### src/rtl/mod_mult.sv
// Sequential modular multiplier: r = (a * b) mod p, MSB-first interleaved
// double-and-add, one multiplier bit per clock, AXI-stream operands and result.
module mod_mult #(
  parameter int SIZE = 65
) (
  input  logic            clk,
  input  logic            rst,
  input  logic [SIZE-1:0] input_a_tdata,
  input  logic            input_a_tvalid,
  output logic            input_a_tready,
  input  logic [SIZE-1:0] input_b_tdata,
  input  logic            input_b_tvalid,
  output logic            input_b_tready,
  input  logic [SIZE-1:0] input_modulus_tdata,
  input  logic            input_modulus_tvalid,
  output logic            input_modulus_tready,
  output logic [SIZE-1:0] output_tdata,
  output logic            output_tuser,
  output logic            output_tvalid,
  input  logic            output_tready
);

  localparam int CW = $clog2(SIZE);

  typedef enum logic [1:0] {IDLE, COMPUTE, DONE} state_t;

  state_t          state, state_next;
  logic [SIZE-1:0] a_reg, b_reg, p_reg, r_reg;
  logic [CW-1:0]   idx;
  logic [SIZE-1:0] data_reg;
  logic            user_reg;

  logic            accept, range_err, last_step;
  logic [SIZE:0]   p_ext, t_dbl, t_red, u_sum;
  logic [SIZE-1:0] r_next;

  // All three streams transfer together or not at all; reset blocks the transfer.
  assign accept = ~rst && (state == IDLE) && input_a_tvalid && input_b_tvalid
                  && input_modulus_tvalid;

  assign input_a_tready       = accept;
  assign input_b_tready       = accept;
  assign input_modulus_tready = accept;

  // p = 0 makes both comparisons true, so it is reported as an error too.
  assign range_err = (input_a_tdata >= input_modulus_tdata)
                   || (input_b_tdata >= input_modulus_tdata);

  assign last_step = (idx == '0);

  // One reduction step with one spare bit: every intermediate stays below 2p.
  always_comb begin
    p_ext  = {1'b0, p_reg};
    t_dbl  = {r_reg, 1'b0};
    t_red  = (t_dbl >= p_ext) ? (t_dbl - p_ext) : t_dbl;
    u_sum  = t_red + (b_reg[idx] ? {1'b0, a_reg} : '0);
    r_next = SIZE'((u_sum >= p_ext) ? (u_sum - p_ext) : u_sum);
  end

  // NOTE: every variable assigned in always_comb gets a default first so no latch is inferred.
  always_comb begin
    state_next = state;
    case (state)
      IDLE:    if (accept) state_next = range_err ? DONE : COMPUTE;
      COMPUTE: if (last_step) state_next = DONE;
      DONE:    if (output_tready) state_next = IDLE;
      default: state_next = IDLE;
    endcase
  end

  // NOTE: sequential state uses non-blocking assignments so all registers update from pre-edge values.
  always_ff @(posedge clk) begin
    if (rst) state <= IDLE;
    else     state <= state_next;
  end

  // Only the visible outputs need reset values.
  always_ff @(posedge clk) begin
    if (rst) begin
      data_reg <= '0;
      user_reg <= 1'b0;
    end else if (state == IDLE && accept) begin
      if (range_err) begin
        data_reg <= '0;
        user_reg <= 1'b1;
      end
    end else if (state == COMPUTE && last_step) begin
      data_reg <= r_next;
      user_reg <= 1'b0;
    end
  end

  // NOTE: operand/accumulator registers carry no reset; they are always loaded before use.
  always_ff @(posedge clk) begin
    if (state == IDLE && accept && !range_err) begin
      a_reg <= input_a_tdata;
      b_reg <= input_b_tdata;
      p_reg <= input_modulus_tdata;
      r_reg <= '0;
      idx   <= CW'(SIZE - 1);
    end else if (state == COMPUTE) begin
      r_reg <= r_next;
      idx   <= idx - 1'b1;
    end
  end

  assign output_tdata  = data_reg;
  assign output_tuser  = user_reg;
  assign output_tvalid = (state == DONE);

endmodule

### config.mk
export PLATFORM = sky130hd
export DESIGN_NAME = mod_mult
export DESIGN_NICKNAME = d
export VERILOG_FILES = /design/src/rtl/mod_mult.sv
export SDC_FILE = /design/constraint.sdc
export NUM_CORES = 1
export LEC_CHECK = 0
export CORE_ASPECT_RATIO = 2
export CORE_MARGIN = 2
export CORE_UTILIZATION = 30
export DETAILED_ROUTE_END_ITERATION = 8
export SETUP_SLACK_MARGIN = 0.2
export SYNTH_ARGS = -nofsm -noshare
export SYNTH_HDL_FRONTEND = slang
export SYNTH_SLANG_ARGS = --single-unit
### constraint.sdc
create_clock -name clk -period 14.7 [get_ports clk]
set_input_delay 2.205 -clock clk [delete_from_list [all_inputs] [get_ports clk]]
set_output_delay 2.205 -clock clk [all_outputs]
set_load 0.02 [all_outputs]
==> results of run 1 <==
[layer usage]
| metal | wire length, um | GRT usage [%] | vias up |
|---|---|---|---|
| met1 | 47800 | 31.7 | 12100 |
| met3 | 8510 | 3.02 | 137 |
| met5 | 15 | 0 | - |
| met2 | 43000 | 31.8 | 1298 |
| met4 | 4070 | 7.66 | 2 |
| li1 | - | - | 12200 |
[critical path: cells and delay by family, from the launching register on]
kind,cells,cell delay (ps)
compound gates,24,7990
xor+xnor,1,320
fa+ha+maj,3,1120
buf+inv,2,450
flops,1,480
simple gates,5,1590
[worst paths after layout]
kind	startpoint	to	slack [ps]	depth (start not counted)
worst min register to register	output_tdata[15]	output_tdata[15]	430	2
worst max-delay path	p_reg[1]	output_tdata[59]	2610	35
worst min-delay path	output_tdata[15]	output_tdata[15]	430	2
worst max register to register	p_reg[1]	output_tdata[59]	2610	35
[cell type report]
class | instances | area [um2] | share of cell area, %
clock inverters | 13 | 156 | 0.480
clock buffers | 54 | 1140 | 3.51
repair buffers | 286 | 2840 | 8.70
multi-input cells | 2542 | 17600 | 54.0
inverters | 191 | 717 | 2.20
flip-flops and latches | 335 | 8660 | 26.6
well taps | 1192 | 1490 | 4.58
[cell families after synthesis]
group	share of synthesized area (%)
compound gates	23.1
fa+ha+maj	15.1
simple gates	16.8
flops	31.5
xor+xnor	6.04
mux	2.71
buf+inv	4.83
[cells in the mapped netlist, types with 64 or more instances]
cell type,instances,area [um2]
sky130_fd_sc_hd__nand4_1,80,500
sky130_fd_sc_hd__a21o_1,128,961
sky130_fd_sc_hd__o21ai_0,182,911
sky130_fd_sc_hd__nand2_1,339,1270
sky130_fd_sc_hd__dfxtp_1,140,2800
sky130_fd_sc_hd__nor2_1,243,912
sky130_fd_sc_hd__inv_1,190,713
sky130_fd_sc_hd__clkbuf_1,105,394
sky130_fd_sc_hd__ha_1,327,4090
sky130_fd_sc_hd__xor2_1,64,561
sky130_fd_sc_hd__xnor2_1,122,1070
sky130_fd_sc_hd__nor2b_1,92,576
sky130_fd_sc_hd__edfxtp_1,195,5860
sky130_fd_sc_hd__a21oi_1,340,1700
[metrics by stage]
step,std cells,util [%],area [um2]
final,4613,35.7,32600
after global routing,4613,35.7,32600
after CTS,4613,35.7,32600
after detailed placement,4546,34.3,31300
after global placement,4546,34.3,31300
after floorplan,3213,-,27500
==> results, run 1 <==
- The cell at the slowest stage of the critical path is sky130_fd_sc_hd__a211oi_1.
- The setup slack at placement is 2970 ps.
- The die is 218 um wide.
- The number of antenna violations at the first check in global routing is 3.
- The class of the worst hold path is reg -> reg.
- The worst endpoint required time is 15160 ps.
- The cell area after technology mapping is 27500 um2.
- The number of buffers inserted by post-CTS setup repair is 0.
- On the final layout, the worst hold slack is 433 ps.
- The cell chosen for the clock root is sky130_fd_sc_hd__clkbuf_16.
- The largest single stage delay on the critical path is 1110 ps.
- The clock tree from TritonCTS is built.
- The number of enable-type register cells in the synthesized netlist is 195.
- During placement, the flow inserted port buffers numbering 270.
- The final critical path takes up 82.2% of the cycle.
- 271 I/O pins were placed.
- The total global-route track usage is 21.5%.
- The synthesized netlist cell count is 3213.
- The first detailed-routing pass ran for 8 iterations.
- The worst-margin pin slew is 1330 ps.
- The relative area change from synthesis to final layout is 18.5%.
- The H-tree depth reported by CTS is 2.
- The remaining antenna violation count is 0.
- The number of vias per cell after detailed routing is 5.58.
- The via count of the first global-routing pass was 24300.
- For this run, the post-layout net count is 3924.
- The post-synthesis register bit count is 335.
- The floorplan die height is 432 um.
- The async set-reset flop share out of synthesis is 0%.
- The total of max-cap violations is 0.
- The clock sink total is 335.
- Detailed routing inserted a total of 25800 vias.
- Synthesis produced a netlist with a net count of 3744.
- The number of CTS-inserted buffers is 37.
- The library cells used most frequently in the layout, excluding fill and tap cells, are sky130_fd_sc_hd__nand2_1, sky130_fd_sc_hd__a21oi_1, sky130_fd_sc_hd__ha_1.
- The initial core utilization is 30.2%.
- The pin count of the biggest net entering global routing is 187.
- No sink is reached through more buffers than the 3 on the longest clock path.
- Setup violations remaining at the end of the flow were counted as 0.
- In the final layout, the share of cells above drive strength 1 is 3.86%.
- The run finished with clean final reports.
- The most numerous cell type found on the critical path is sky130_fd_sc_hd__a21oi_1.
- At the later pin of the worst-skew pair, clock insertion delay measures 580 ps.
- The kind of end point of the critical path is a flip-flop.
- The quantity of gates resized following cts is 0.
- The row count is 157.
- STA classifies the critical path startpoint as a flip-flop.
- The most frequently used flop master after synthesis is sky130_fd_sc_hd__edfxtp_1.
- The routed wirelength normalized by instance count is 22.4 um.
- Routability-driven placement finished with a final weighted congestion of 0.999.
- Setup repair after global routing left no endpoint under its margin.
- The clock transition time at the flip-flop clock pins of the worst setup and hold paths is 60 ps.
- The worst path needs 12090 ps of the cycle, external delays included.
- The number of pins exceeding their max-slew limit in the final report is 0.
- For this block, the initial DRC count from the detailed router was 2555.
- Fill cells in the final layout number 9430.
- The first global-routing pass estimated 153 mm of wire.
- The half-perimeter wire length after detailed placement is 85.3 mm.
- The critical setup path kind is reg -> reg.
- 0 antenna diodes ended up in the layout.
- After detailed routing, the total wire length is 103 mm.
- The mean instance size in the synthesized netlist is 8.56 um2.
- Summing the sequential cell areas from Yosys gives 31.5% of the chip area.
- In the routed design, unresolved DRC markers number 0.
- The core area is 91100 um2.
- The count of warnings emitted by yosys is 0.
- The number of hold violations in the final report was 0.
- Summed over all layers, the global routing overflow is 0.
- Timing would allow up to 0.0827 GHz.
- The worst clock skew is 26.9 ps.
- The normalized max-slew margin is 10.9%.
- Along the worst path, the maximum fanout reaches 44.
- The full die area is 94300 um2.
- Hold repair after CTS inserted 0 buffers.
- STA puts the critical path data arrival time at 12550 ps.
- For the final routed database, the setup TNS stands at 0 ps.
- Yosys mapped the design onto 90 distinct sky130hd cell types.
- The worst path meets setup with 2610 ps of slack.
Power of run 1 is not shown: default switching activity piles up to over one toggle a cycle in this logic, so the estimate is an artifact.
==> run 2: changes to the inputs <==
==> constraint.sdc (replaced) <==
create_clock -name clk -period 11.35 [get_ports clk]
set_input_delay 1.7025 -clock clk [delete_from_list [all_inputs] [get_ports clk]]
set_output_delay 1.7025 -clock clk [all_outputs]
set_load 0.02 [all_outputs]
==> run 2 against run 1 <==
  * First-iteration DRC count decreased by 18%
  * Maximum frequency increased by 15%
  * Clock skew decreased by 7.9 ps
  * Hold slack improved by 1.1 ps
  * Global-route usage increased by 0.26 points
  * Cell count increased by 1.1%
  * Sequential share of layout area decreased by 0.35 points
  * Register-to-register slack got worse by 1800 ps
  * Final area increased by 1.3%
  * Clock-buffer cell count decreased by 7
  * Routed wire length increased by 2.0%
  * Core utilization increased by 0.48 points
  * Critical endpoint is now output_tdata[17]
==> results, run 2 (same netlist as run 1, synthesis figures left out) <==
- The global-route wire length before repair is 154 mm (was 153 mm).
- The kind of end point of the critical path is a flip-flop (unchanged).
- The critical setup path kind is reg -> reg (unchanged).
- The cell at the slowest stage of the critical path is sky130_fd_sc_hd__a2111oi_0 (was sky130_fd_sc_hd__a211oi_1).
- The register-to-register setup slack is 820 ps (was 2610 ps).
- The number of pins exceeding their max-slew limit in the final report is 0 (unchanged).
- The initial core utilization came to 30.2% (unchanged).
- The relative area change from synthesis to final layout came to 20.0% (was 18.5%).
- Unrepaired setup endpoints after global routing: false (unchanged).
- The I/O pin count is 271 (unchanged).
- The row count was 157 (unchanged).
- The total length of routed wires is 106 mm (was 103 mm).
- The start point of the worst min-delay path was output_tdata[37] (was output_tdata[15]).
- The maximum fanout count along the critical path came to 14 (was 44).
- The cell count of the worst hold path came to 2 (unchanged).
- The class of the worst hold path is reg -> reg (unchanged).
- The final cell count without fillers came to 4664 (was 4613).
- The half-perimeter wire length after detailed placement is 87.7 mm (was 85.3 mm).
- The pin count of the biggest net entering global routing is 121 (was 187).
- The count of buffering cells on the critical path with inverters included is 6 (was 2).
- The worst reg2reg path depth is 38 (was 35).
- The port buffer count came to 270 (unchanged).
- The number of vias per cell after detailed routing is 5.56 (was 5.58).
- The number of antenna violations at the first check in global routing is 1 (was 3).
- The cell family with the largest share of critical-path delay is compound AO/OA/AOI/OAI gates (unchanged).
- The reg-to-reg startpoint is p_reg[0] (was p_reg[1]).
- The routed wirelength normalized by instance count is 22.6 um (was 22.4 um).
- The via count of the first global-routing pass is 24900 (was 24300).
- The die span in x came to 218 um (unchanged).
- The first-pass iteration count of the detailed router is 7 (was 8).
- The cell chosen for the clock root is sky130_fd_sc_hd__clkbuf_16 (unchanged).
- The worst endpoint required time was 11810 ps (was 15160 ps).
- The full die area is 94300 um2 (unchanged).
- The peak clock frequency supported by timing was 0.0949 GHz (was 0.0827 GHz).
- The final period demand of the worst path is 10530 ps (was 12090 ps).
- The total of max-cap violations is 0 (unchanged).
- The final layout net count is 3977 (was 3924).
- The normalized max-slew margin is 6.38% (was 10.9%).
- The total global-route track usage is 21.8% (was 21.5%).
- The end of the worst register-to-register path was output_tdata[17] (was output_tdata[59]).
- The type of origin of the critical path was a flip-flop (unchanged).
- The total number of cells along the worst setup path is 38 (was 35).
- The number of DRC markers in iteration 0 is 2094 (was 2555).
- The final setup violation count was 0 (unchanged).
- The maximum cell stage delay along the critical path is 610 ps (was 1110 ps).
- The overall via count from detail_route was 25900 (was 25800).
- The number of buffers inserted by post-CTS setup repair is 0 (unchanged).
- The clock tree from TritonCTS is built (unchanged).
- The number of hold violations in the final report was 0 (unchanged).
- The data arrival at the endpoint of the critical path was 10990 ps (was 12550 ps).
- The core area came to 91100 um2 (unchanged).
- The cell count after placement is 4597 (was 4546).
- The routability congestion estimate is 0.992 (was 0.999).
- Outcome: finished clean (unchanged).
- Top library cells by usage in the layout, fill and taps aside: sky130_fd_sc_hd__nand2_1, sky130_fd_sc_hd__a21oi_1, sky130_fd_sc_hd__ha_1 (unchanged).
- The floorplan die height is 432 um (unchanged).
- The H-tree depth reported by CTS is 2 (unchanged).
- The worst-margin pin slew is 1390 ps (was 1330 ps).
- The post-route clock period utilization came to 92.8% (was 82.2%).
- The worst hold path endpoint is output_tdata[37] (was output_tdata[15]).
- The clock transition time at the flip-flop clock pins of the worst setup and hold paths is 60 ps (about the same).
- The count of inserted antenna diode cells is 0 (unchanged).
- The buffer depth of the longest clock path was 3 (unchanged).
- The total overflow reported by the global router is 0 (unchanged).
- The worst clock skew is 19.0 ps (was 26.9 ps).
- The clock sink total is 335 (unchanged).
- The remaining antenna violation count is 0 (unchanged).
- The number of design rule violations left after detail routing came to 0 (unchanged).
- The setup TNS came to 0 ps (unchanged).
- The fraction of final layout cells with drive strength greater than 1 was 5.36% (was 3.86%).
- The number of CTS-inserted buffers came to 38 (was 37).
- The clock insertion delay at the later pin of the skew report is 570 ps (was 580 ps).
-- run 2: worst reg2reg max path: cells and delay by family, from the launching register on --
family / cells / cell delay [ps]
AO/OA/AOI/OAI: 20 / 5240
AND/OR/NAND/NOR: 8 / 1870
adder cells (fa/ha/maj): 3 / 1260
buffers and inverters: 6 / 1230
XOR/XNOR: 1 / 420
flip-flops: 1 / 370
-- run 2: per-stage QoR --
| stage | cell area (um2) | hold WS, ps | utilization, % | setup slack (ps) |
|---|---|---|---|---|
| 2_1_floorplan | 27500 | 442 | - | 3270 |
| 3_3_place_gp | 31700 | 427 | 34.8 | 377 |
| 3_5_place_dp | 31700 | 429 | 34.8 | 346 |
| 4_1_cts | 33000 | 437 | 36.2 | 316 |
| 5_1_grt | 33000 | 451 | 36.2 | 230 |
| 6_report | 33000 | 434 | 36.2 | 816 |
-- run 2: layer usage --
| layer | vias to the layer above | GRT usage, % | wire (um) |
|---|---|---|---|
| met3 | 152 | 2.51 | 7250 |
| met1 | 12300 | 31.8 | 49300 |
| met2 | 1179 | 32.6 | 44500 |
| met5 | - | 0 | 0 |
| met4 | 0 | 8.53 | 4450 |
| li1 | 12300 | - | - |
-- run 2: cell type report --
class                   count  area, um2
flip-flops and latches    335       8660
multi-input cells        2543      17600
repair buffers            337       3280
clock inverters            19        223
inverters                 191        717
clock buffers              47       1030
well taps                1192       1490
fillers                  9434      58100
-- run 2: what timing repair did --
item,CTS,global route
hold buffers,0,0
endpoints found under the setup margin,0,130
resized for setup,0,4
-- run 2: worst max path at each step --
stage,start,to,slack (ps)
final,p_reg[0],output_tdata[17],820
after global routing,p_reg[1],output_tdata[16],230
after CTS,idx[0],output_tdata[17],320
after detailed placement,idx[0],output_tdata[17],350
after global placement,idx[0],output_tdata[18],380
after floorplan,idx[0],r_reg[43],3270
Power of run 2 is left out for the same reason.
